===== src/rtl/ram_ctrl_pkg.sv =====
// Shared types for the data-RAM access controller: FSM encoding and strobe width.
package ram_ctrl_pkg;

  localparam int DEF_DATA_WIDTH = 16;
  localparam int BE_WIDTH       = DEF_DATA_WIDTH / 8;

  typedef enum logic [2:0] {
    IDLE,
    RD_ADDR,
    RD_CAP,
    WRITE,
    RESP
  } state_e;

endpackage


===== src/rtl/byte_merge.sv =====
// Combinational byte-strobe merge for the read-modify-write store path.
module byte_merge
  import ram_ctrl_pkg::*;
#(
  parameter int DATA_WIDTH = DEF_DATA_WIDTH
) (
  input  logic [DATA_WIDTH-1:0]   old_data_i,
  input  logic [DATA_WIDTH-1:0]   new_data_i,
  input  logic [DATA_WIDTH/8-1:0] be_i,
  output logic [DATA_WIDTH-1:0]   merged_o
);

  genvar gi;
  generate
    for (gi = 0; gi < DATA_WIDTH / 8; gi++) begin : g_byte
      assign merged_o[gi*8 +: 8] = be_i[gi] ? new_data_i[gi*8 +: 8] : old_data_i[gi*8 +: 8];
    end
  endgenerate

endmodule


===== src/rtl/ram_access_ctrl.sv =====
// Load/store initiator for the synchronous data RAM; absorbs the 1-cycle read latency.
// Optional MEM_BYTE_STROBE_EN builds the byte-strobe read-modify-write store path.
module ram_access_ctrl
  import ram_ctrl_pkg::*;
#(
  parameter int DATA_WIDTH = DEF_DATA_WIDTH,
  parameter int ADDR_WIDTH = 8
) (
  input  logic                    clk,
  input  logic                    reset,
  input  logic                    req_valid,
  output logic                    req_ready,
  input  logic                    req_write,
  input  logic [ADDR_WIDTH-1:0]   req_addr,
  input  logic [DATA_WIDTH-1:0]   req_wdata,
  input  logic [DATA_WIDTH/8-1:0] req_be,
  output logic                    resp_valid,
  input  logic                    resp_ready,
  output logic [DATA_WIDTH-1:0]   resp_rdata,
  output logic [ADDR_WIDTH-1:0]   ram_raddr,
  output logic [ADDR_WIDTH-1:0]   ram_waddr,
  output logic                    ram_mwrite,
  output logic [DATA_WIDTH-1:0]   ram_wdata,
  input  logic [DATA_WIDTH-1:0]   ram_rdata
);

  state_e                  state_q;
  logic                    req_ready_q;
  logic                    resp_valid_q;
  logic [DATA_WIDTH-1:0]   resp_rdata_q;
  logic [ADDR_WIDTH-1:0]   ram_raddr_q;
  logic [ADDR_WIDTH-1:0]   ram_waddr_q;
  logic                    ram_mwrite_q;
  logic [DATA_WIDTH-1:0]   ram_wdata_q;
  logic                    accept;

  assign accept = req_valid && req_ready_q;

`ifdef MEM_BYTE_STROBE_EN
  logic                    write_q;
  logic [DATA_WIDTH/8-1:0] be_q;
  logic [DATA_WIDTH-1:0]   wdata_q;
  logic [DATA_WIDTH-1:0]   merged;

  byte_merge #(.DATA_WIDTH(DATA_WIDTH)) u_byte_merge (
    .old_data_i (ram_rdata),
    .new_data_i (wdata_q),
    .be_i       (be_q),
    .merged_o   (merged)
  );
`else
  logic unused_be;
  assign unused_be = ^req_be;
`endif

  always_ff @(posedge clk) begin
    if (reset) begin
      state_q      <= IDLE;
      req_ready_q  <= 1'b1;
      resp_valid_q <= 1'b0;
      resp_rdata_q <= '0;
      ram_raddr_q  <= '0;
      ram_waddr_q  <= '0;
      ram_mwrite_q <= 1'b0;
      ram_wdata_q  <= '0;
`ifdef MEM_BYTE_STROBE_EN
      write_q      <= 1'b0;
      be_q         <= '0;
      wdata_q      <= '0;
`endif
    end else begin
      case (state_q)
        IDLE: begin
          if (accept) begin
`ifdef MEM_BYTE_STROBE_EN
            write_q <= req_write;
            be_q    <= req_be;
            wdata_q <= req_wdata;
            // Empty strobe is a no-op: stay in IDLE and keep accepting.
            if (req_write && (&req_be)) begin
              req_ready_q  <= 1'b0;
              ram_mwrite_q <= 1'b1;
              ram_waddr_q  <= req_addr;
              ram_wdata_q  <= req_wdata;
              state_q      <= WRITE;
            end else if (!req_write || (|req_be)) begin
              req_ready_q <= 1'b0;
              ram_raddr_q <= req_addr;
              state_q     <= RD_ADDR;
            end
`else
            req_ready_q <= 1'b0;
            if (req_write) begin
              ram_mwrite_q <= 1'b1;
              ram_waddr_q  <= req_addr;
              ram_wdata_q  <= req_wdata;
              state_q      <= WRITE;
            end else begin
              ram_raddr_q <= req_addr;
              state_q     <= RD_ADDR;
            end
`endif
          end
        end
        RD_ADDR: state_q <= RD_CAP;
        RD_CAP: begin
`ifdef MEM_BYTE_STROBE_EN
          if (write_q) begin
            ram_mwrite_q <= 1'b1;
            ram_waddr_q  <= ram_raddr_q;
            ram_wdata_q  <= merged;
            state_q      <= WRITE;
          end else begin
            resp_rdata_q <= ram_rdata;
            resp_valid_q <= 1'b1;
            state_q      <= RESP;
          end
`else
          resp_rdata_q <= ram_rdata;
          resp_valid_q <= 1'b1;
          state_q      <= RESP;
`endif
        end
        WRITE: begin
          ram_mwrite_q <= 1'b0;
          req_ready_q  <= 1'b1;
          state_q      <= IDLE;
        end
        RESP: begin
          if (resp_ready) begin
            resp_valid_q <= 1'b0;
            req_ready_q  <= 1'b1;
            state_q      <= IDLE;
          end
        end
        default: begin
          ram_mwrite_q <= 1'b0;
          resp_valid_q <= 1'b0;
          req_ready_q  <= 1'b1;
          state_q      <= IDLE;
        end
      endcase
    end
  end

  assign req_ready  = req_ready_q;
  assign resp_valid = resp_valid_q;
  assign resp_rdata = resp_rdata_q;
  assign ram_raddr  = ram_raddr_q;
  assign ram_waddr  = ram_waddr_q;
  assign ram_mwrite = ram_mwrite_q;
  assign ram_wdata  = ram_wdata_q;

endmodule


===== config.mk =====
export PLATFORM = sky130hd
export DESIGN_NAME = ram_access_ctrl
export DESIGN_NICKNAME = d
export VERILOG_FILES = /design/src/rtl/ram_ctrl_pkg.sv /design/src/rtl/byte_merge.sv /design/src/rtl/ram_access_ctrl.sv
export SDC_FILE = /design/constraint.sdc
export NUM_CORES = 1
export LEC_CHECK = 0
export BUFFER_PORTS_ARGS = -buffer_cell sky130_fd_sc_hd__buf_2
export CAP_MARGIN = 15
export CORE_UTILIZATION = 42
export DETAILED_ROUTE_END_ITERATION = 12
export GPL_ROUTABILITY_DRIVEN = 1
export PLACE_DENSITY = 0.75
export SETUP_SLACK_MARGIN = 0.5
export SKIP_CTS_REPAIR_TIMING = 1
export SLEW_MARGIN = 25
export SYNTH_ARGS = -nofsm -noshare
export SYNTH_HDL_FRONTEND = slang
export SYNTH_HIERARCHICAL = 1
export SYNTH_SLANG_ARGS = --single-unit
export TNS_END_PERCENT = 20

===== constraint.sdc =====
create_clock -name clk -period 1.5 [get_ports clk]
set_clock_uncertainty 0.1 [all_clocks]
set_input_delay 0.3 -clock clk [delete_from_list [all_inputs] [get_ports clk]]
set_output_delay 0.3 -clock clk [all_outputs]
set_load 0.005 [all_outputs]

==> impl_metrics.tcl, run 1 <==
set metrics [dict create \
    grt_usage_pct 15.4 \
    synth_cells 232 \
    cts_made_buffers 5 \
    wl_per_cell_um 11.3 \
    dp_hpwl_um 3150 \
    synth_area_sq_mm 0.00227 \
    synth_common_cells "nand2b_1 (57), dfxtp_1 (54), mux2i_1 (32)" \
    setup_tns_ps 0 \
    insertion_delay_ps 310 \
    grt_max_degree 61 \
    final_max_slew_viol_count 0 \
    layout-drive-gt1-share_pct 38.1 \
    fmax_mhz 733 \
    tritoncts "done" \
    dr.pass1.iters 4 \
    arrival_ps 1500 \
    tightestPinTransition_ps 359 \
    whs_ps 120 \
    synth_nets 279 \
    ir_drop_mv 0.458 \
    io_buffers 95 \
    synth-edff-count 0 \
    root_buffer "clkbuf_8" \
    drt_iter0_markers 62 \
    avgSynthCellArea_sq_um 9.77 \
    pin_count 98 \
    yosys.area.top_type "dfxtp_1" \
    clk_pin_slew_ps 90 \
    yosys.area.top_type_share_pct 47.7 \
    dieArea_sq_mm 0.00569 \
    leakage_nw 1.35 \
    grt_pass1_wl_um 6630 \
    clock-sinks 54 \
    p_per_area_mw_per_mm2 963 \
    rsz0062_at_grt "true" \
    worstSetupEndpointType "flip-flop" \
    finalSetupViolCount 0 \
    status "completed" \
    syn2layout_area_growth_pct 30.1 \
    clk_path_buf_depth 2 \
    cap_violations 0 \
    die_h_um 75.5 \
    synth.area.top_cells "dfxtp_1 (48%), nand2b_1 (16%), mux2i_1 (14%)" \
    antenna_found_initial 0 \
    required_ps 1640 \
    totalWireLength_um 4540 \
    start_util_pct 44.1 \
    nets 378 \
    maxSlewHeadroom_pct 76.0 \
    postLayoutCellArea_sq_mm 0.00295 \
    period_share_pct 90.9 \
    yosysMostFrequentCell "nand2b_1" \
    grt_pass1_vias 1545 \
    ys_seq_elements 54 \
    synthArstFlopShare_pct 0 \
    drc 0 \
    gp_congestion 0.773 \
    seq_area_frac_synth_pct 47.7 \
    min_path_type "input pin to flip-flop" \
    grt_remaining_overflow 0 \
    htree_levels 2 \
    synth_ff_type "dfxtp_1" \
    route.vias.total 1842 \
    die_w_um 75.5 \
    crit_fanout 6 \
    yosysUniqueCellTypes 30 \
    final_util_pct 57.4 \
    final_hold_viol_count 0 \
    antennaDiodeCount 0 \
    min_period_ps 1360 \
    routed_via_density 4.59 \
    coreArea_sq_mm 0.00514 \
    antenna_left 0 \
    start_kind "flip-flop" \
    ys_warn_count 6 \
    row_count 26 \
    dpl-instance-area_sq_mm 0.00280 \
    path_class "flip-flop to flip-flop" \
]
cell type report:
cell class | count | area [sq um]
repair buffers | 108 | 614
fillers | 491 | 2190
well taps | 70 | 87.6
flip-flops and latches | 54 | 1090
multi-input cells | 162 | 1070
clock buffers | 6 | 72.6
clock inverters | 1 | 7.51
sequential cells by signal, summed over array words and instances (netlist names):
register / cells
ram_mwrite: 1
ram_raddr: 8
ram_waddr: 8
ram_wdata: 16
req_ready: 1
resp_rdata: 16
resp_valid: 1
state_q: 3
through the flow:
stage,worst slack (ps),instances,power (W)
5_1_grt,92.0,401,0.00300
2_1_floorplan,110,232,0.00189
4_1_cts,42.1,395,0.00285
6_report,137,401,0.00284
3_5_place_dp,71.0,388,0.00207
3_3_place_gp,133,388,0.00206
critical path: stages (launching register included):
cell	delay (ps)
dfxtp_4	370
nor2_4	170
and4_4	280
buf_4	170
mux2i_1	190
power by group:
part	leakage, nW	internal, W	switching, W	total, W
clock network	0.0373	0.000321	0.000455	0.000777
logic	0.870	0.000270	0.000218	0.000488
registers	0.441	0.00152	0.0000535	0.00157
worst paths after layout:
path	start	to	cells after the start	slack (ps)
worst max-delay path	state_q[2]	ram_wdata[15]	4	140
worst min-delay path	ram_rdata[3]	resp_rdata[3]	3	120
worst max register to register	state_q[2]	ram_wdata[15]	4	140
worst min register to register	resp_rdata[11]	resp_rdata[11]	2	350
cells in the final DEF, fill, tap and decap left out, drive strengths merged, types with 2 or more instances in the layout:
cell type and instances:
mux2i 32, nor2b 2, clkbuf 6, dfxtp 54
a21oi 20, nand2 32, nor3 2, buf 108
nor2 3, nand2b 57, or3b 2
logic make-up (layout without fill, tap and decap cells):
group,count (synthesis),count (layout),share of synthesized area (%)
buf+inv,16,115,5.19
simple gates,104,104,26.7
mux,32,32,14.1
flops,54,54,47.7
compound gates,26,26,6.30
metal layers:
layer  GRT usage, %  vias up  part of all wire (%)
met2           25.9       51                    46
met4           5.56        0                   1.3
met5              0        -                     0
met3           6.22        6                   6.3
li1               -      957                     -
met1           17.8      828                    46
Power figures use the tool's default switching activity.
==> inputs of run 2 (changes only) <==
- GPL_TIMING_DRIVEN: unset -> 0
==> run 2 against run 1 <==
  * Maximum frequency shrank 7.9%
  * Total power increased by 5.2%
  * Critical path depth grew 2
  * Core utilization up 4.4 points
  * Critical endpoint is now resp_rdata[7]
  * Sequential share of layout area decreased by 2.9 points
  * Critical path type unchanged
  * Setup slack lost 120 ps
==> impl_metrics.tcl, run 2 (synthesized netlist as in run 1, its figures left out) <==
set metrics [dict create \
    start_kind "flip-flop" \
    dpl-instance-area_sq_mm 0.00284 \
    pin_count 98 \
    tritoncts "done" \
    wl_per_cell_um 12.3 \
    finalSetupViolCount 0 \
    crit_slowest_cell "or3b_1" \
    cpPeakStageDelay_ps 380 \
    leakage_nw 1.45 \
    fmax_mhz 675 \
    ir_drop_mv 0.504 \
    grt_max_degree 16 \
    arrival_ps 1550 \
    min_path_type "input pin to flip-flop" \
    clk_pin_slew_ps 90 \
    multi_input_area_sq_mm 0.00115 \
    drc 0 \
    nets 396 \
    dieArea_sq_mm 0.00569 \
    required_ps 1570 \
    worstRegToRegCells 6 \
    hold_depth 3 \
    root_buffer "clkbuf_8" \
    cap_violations 0 \
    reg2reg_to "resp_rdata[7]" \
    path_class "flip-flop to flip-flop" \
    worstSetupEndpointType "flip-flop" \
    worst_path_most_repeated_cell "buf_6" \
    most-common-layout-cells "buf_2 (95), nand2b_1 (57), dfxtp_1 (50)" \
    route.vias.total 1970 \
    cts_made_buffers 5 \
    row_count 26 \
    antenna_left 0 \
    rrSetupSlack_ps 20 \
    syn2layout_area_growth_pct 40.1 \
    p_per_area_mw_per_mm2 940 \
    tightestPinTransition_ps 593 \
    drt_iter0_markers 55 \
    grt_usage_pct 16.5 \
    io_buffers 95 \
    rsz0062_at_grt "true" \
    dr.pass1.iters 4 \
    antennaDiodeCount 0 \
    layout-drive-gt1-share_pct 43.7 \
    min_period_ps 1480 \
    insertion_delay_ps 300 \
    maxSlewHeadroom_pct 60.5 \
    die_w_um 75.5 \
    nFillCells 484 \
    final_common_cell "buf_2" \
    setup_tns_ps 0 \
    clk_path_buf_depth 2 \
    totalWireLength_um 5150 \
    crit_fanout 8 \
    grt_pass1_wl_um 7120 \
    clock-sinks 54 \
    seq_area_sq_mm 0.00109 \
    coreArea_sq_mm 0.00514 \
    routed_via_density 4.69 \
    start_util_pct 44.1 \
    gp_congestion 0.761 \
    status "completed" \
    period_share_pct 98.7 \
    r2r-start "state_q[0]" \
    htree_levels 2 \
    antenna_found_initial 0 \
    min_from "ram_rdata[6]" \
    final_max_slew_viol_count 0 \
    crit_chain "buf_6 > or3b_1 > buf_6 > clkbuf_16 > nand2_2 > a21oi_2" \
    grt_remaining_overflow 0 \
    p_total_w 0.00299 \
    postLayoutCellArea_sq_mm 0.00318 \
    dp_hpwl_um 3490 \
    holdPathEnd "resp_rdata[6]" \
    die_h_um 75.5 \
    final_hold_viol_count 0 \
    whs_ps 128 \
    grt_pass1_vias 1611 \
]
## run 2: changes by cell type in the layout (fill, tap and decap cells not counted), moves of 2 or more
cell / change
buf_8: +2
nand2_1: -9
a21oi_2: +7
buf_4: +5
clkbuf_16: +2
a21oi_1: -7
buf_6: +3
nand2_2: +4
dfxtp_2: +3
buf_12: -2
clkbuf_1: +8
dfxtp_4: -3
nand2_4: +5
## run 2: final cells by class
| cell class | count | share of cell area [%] |
|---|---|---|
| buffer | 16 | 4.18 |
| clock buffer | 7 | 2.72 |
| clock inverter | 1 | 0.158 |
| multi-input combinational | 162 | 36.4 |
| sequential | 54 | 34.2 |
| tap | 70 | 2.76 |
| timing repair buffer | 110 | 19.6 |
## run 2: per-stage QoR
step	instances	util, %	setup slack, ps
after floorplan	232	-	110
after global placement	397	55.3	-52.2
after detailed placement	397	55.3	-61.2
after CTS	405	57.0	3.29
after global routing	420	61.8	-30.9
final	420	61.8	19.4
## run 2: worst max-delay path by stage
stage,cells past startpoint,end,startpoint,slack [ps]
after floorplan,6,resp_rdata[10],state_q[2],110
after global placement,4,state_q[0],reset,-50
after detailed placement,4,req_ready,reset,-60
after CTS,6,ram_wdata[12],state_q[2],3
after global routing,6,ram_wdata[9],state_q[2],-30
final,6,resp_rdata[7],state_q[0],20
## run 2: power by group
group	total [W]	internal [W]	switching, W
Sequential	0.00157	0.00152	0.0000533
Clock	0.000821	0.000373	0.000448
Combinational	0.000589	0.000328	0.000261
## run 2: critical path, delay by kind of cell (launching register included)
family	cells	cell delay (ps)
AOI/OAI and AO/OA	1	40
and+or+nand+nor	2	440
buffers and inverters	3	440
DFF	1	330
## run 2: layer usage
metal,share of wire [%],wire length [um],global-route usage [%],vias to the layer above
met5,0,0,0,-
met3,6.2,317,5.95,5
met4,1.1,57,4.94,0
li1,-,-,-,994
met2,47,2410,27.2,50
met1,46,2370,20.2,921
==> inputs of run 3 (changes only) <==
- CORE_UTILIZATION: 42 -> 44
- CTS_BUF_LIST: unset -> sky130_fd_sc_hd__clkbuf_2
- PLACE_DENSITY: 0.75 -> 0.78
==> run 3 against run 2 <==
  * The run now ends with setup timing left
  * First-iteration DRC count rose by 15%
  * Via count rose by 5.0%
  * Register-to-register slack got worse by 50 ps
  * Flip-flop and latch count did not move
  * Count of clock-buffer cells in the layout fell by 2
  * Setup slack got worse by 50 ps
  * Wire length rose by 15%
  * Combinational power rose by 11%
==> impl_metrics.tcl, run 3 (synthesized netlist as in run 1, its figures left out) <==
set metrics [dict create \
    dr.pass1.iters 4 \
    seq_area_sq_mm 0.00112 \
    drc 0 \
    arrival_ps 1820 \
    comb_power_share_pct 22.1 \
    grt_pass1_vias 1712 \
    worstSetupEndpointType "flip-flop" \
    insertion_delay_ps 430 \
    p_seq_share_pct 53.8 \
    fin_ws_ps -30.4 \
    final_max_slew_viol_count 0 \
    dp_hpwl_um 3460 \
    multi_input_area_sq_mm 0.00111 \
    tightestPinTransition_ps 506 \
    holdPathEnd "ram_waddr[4]" \
    row_count 25 \
    totalWireLength_um 5900 \
    nFillCells 356 \
    clk_path_buf_depth 2 \
    pin_count 98 \
    crit_chain "buf_6 > nor2_4 > and4_4 > buf_12 > clkbuf_16 > mux2i_1" \
    setup_tns_ps -155 \
    fmax_mhz 653 \
    period_share_pct 102 \
    crit_slowest_cell "dfxtp_2" \
    path_class "flip-flop to flip-flop" \
    layout-drive-gt1-share_pct 43.8 \
    min_from "req_addr[4]" \
    drt_iter0_markers 63 \
    grt_pass1_wl_um 7290 \
    coreArea_sq_mm 0.00485 \
    cts_made_buffers 5 \
    intPower_w 0.00219 \
    maxSlewHeadroom_pct 66.3 \
    final_common_cell "buf_2" \
    root_buffer "clkbuf_2" \
    tritoncts "done" \
    die_h_um 73.8 \
    nets 426 \
    routed_via_density 4.64 \
    r2r-start "state_q[2]" \
    grt_usage_pct 17.3 \
    leakage_nw 1.58 \
    antennaDiodeCount 0 \
    dieArea_sq_mm 0.00544 \
    finalSetupViolCount 8 \
    clock-sinks 54 \
    pwr-share-clk_pct 24.0 \
    cpPeakStageDelay_ps 380 \
    violations "setup timing" \
    worstRegToRegCells 6 \
    most-common-layout-cells "buf_2 (87), nand2b_1 (57), dlygate4sd3_1 (33)" \
    grt_remaining_overflow 0 \
    required_ps 1790 \
    rsz0062_at_grt "true" \
    netSwitchingFraction_pct 25.9 \
    start_kind "flip-flop" \
    die_w_um 73.8 \
    grt_max_degree 16 \
    htree_levels 2 \
    p_per_area_mw_per_mm2 845 \
    antenna_left 0 \
    min_path_type "input pin to flip-flop" \
    gp_congestion 0.722 \
    start_util_pct 46.7 \
    min_period_ps 1530 \
    status "finished with violations" \
    antenna_found_initial 0 \
    p_total_w 0.00295 \
    crit_fanout 9 \
    cap_violations 0 \
    wl_per_cell_um 13.2 \
    ir_drop_mv 0.512 \
    rrSetupSlack_ps -30 \
    syn2layout_area_growth_pct 54.1 \
    reg2reg_to "ram_wdata[6]" \
    io_buffers 95 \
    power_switching_w 0.000763 \
    final_util_pct 72.0 \
    final_hold_viol_count 0 \
    hold_depth 3 \
    route.vias.total 2068 \
    clk_pin_slew_ps 250 \
]
run 3: cell count changes in the layout (fill, tap and decap cells not counted), sizes merged:
cell         previous run  this run
bufinv                  0         1
buf                   116       113
dlygate4sd3             0        33
clkbuf                 17        15
run 3: routing by layer:
layer,part of all wire (%),global-route usage [%]
met5,0,0
met1,44,21.1
met3,4.7,6.04
met2,51,28.7
met4,1.1,5.13
run 3: per-stage QoR:
stage | instance area [sq um] | hold WS (ps) | cells | setup slack, ps
finish | 3490 | 5.35 | 446 | -30.4
floorplan | 2280 | 326 | 232 | 110
detailed placement | 2840 | 348 | 394 | -83.2
global route | 3490 | -10.5 | 446 | -94.5
global placement | 2840 | 340 | 394 | -77.3
CTS | 2900 | -62.3 | 401 | -44.1
run 3: area by class of cell:
cell class | count | area share [%]
Buffer | 16 | 3.98
Clock buffer | 5 | 0.717
Clock inverter | 2 | 0.968
Multi-Input combinational cell | 162 | 31.8
Sequential cell | 54 | 32.0
Tap cell | 67 | 2.40
Timing Repair Buffer | 140 | 28.2
run 3: critical path, delay by kind of cell, from the launching register on:
kind | cells | cell delay [ps]
and+or+nand+nor | 2 | 430
buffers and inverters | 3 | 410
DFF | 1 | 380
muxes | 1 | 170
run 3: power groups by stage:
| stage | logic [W] | clock network [W] | registers (W) |
|---|---|---|---|
| floorplan | 0.000285 | 0 | 0.00161 |
| global placement | 0.000477 | 0 | 0.00160 |
| detailed placement | 0.000484 | 0 | 0.00160 |
| CTS | 0.000486 | 0.000721 | 0.00157 |
| global route | 0.000708 | 0.000775 | 0.00160 |
| finish | 0.000653 | 0.000709 | 0.00159 |
run 3: how the worst max path moves through the flow:
stage,from,endpoint,cells after the start,slack [ps]
after global placement,reset,req_ready,4,-80
after floorplan,state_q[2],resp_rdata[10],6,110
after CTS,state_q[0],ram_wdata[11],6,-40
after global routing,state_q[2],ram_waddr[0],6,-90
final,state_q[2],ram_wdata[6],6,-30
after detailed placement,reset,req_ready,4,-80
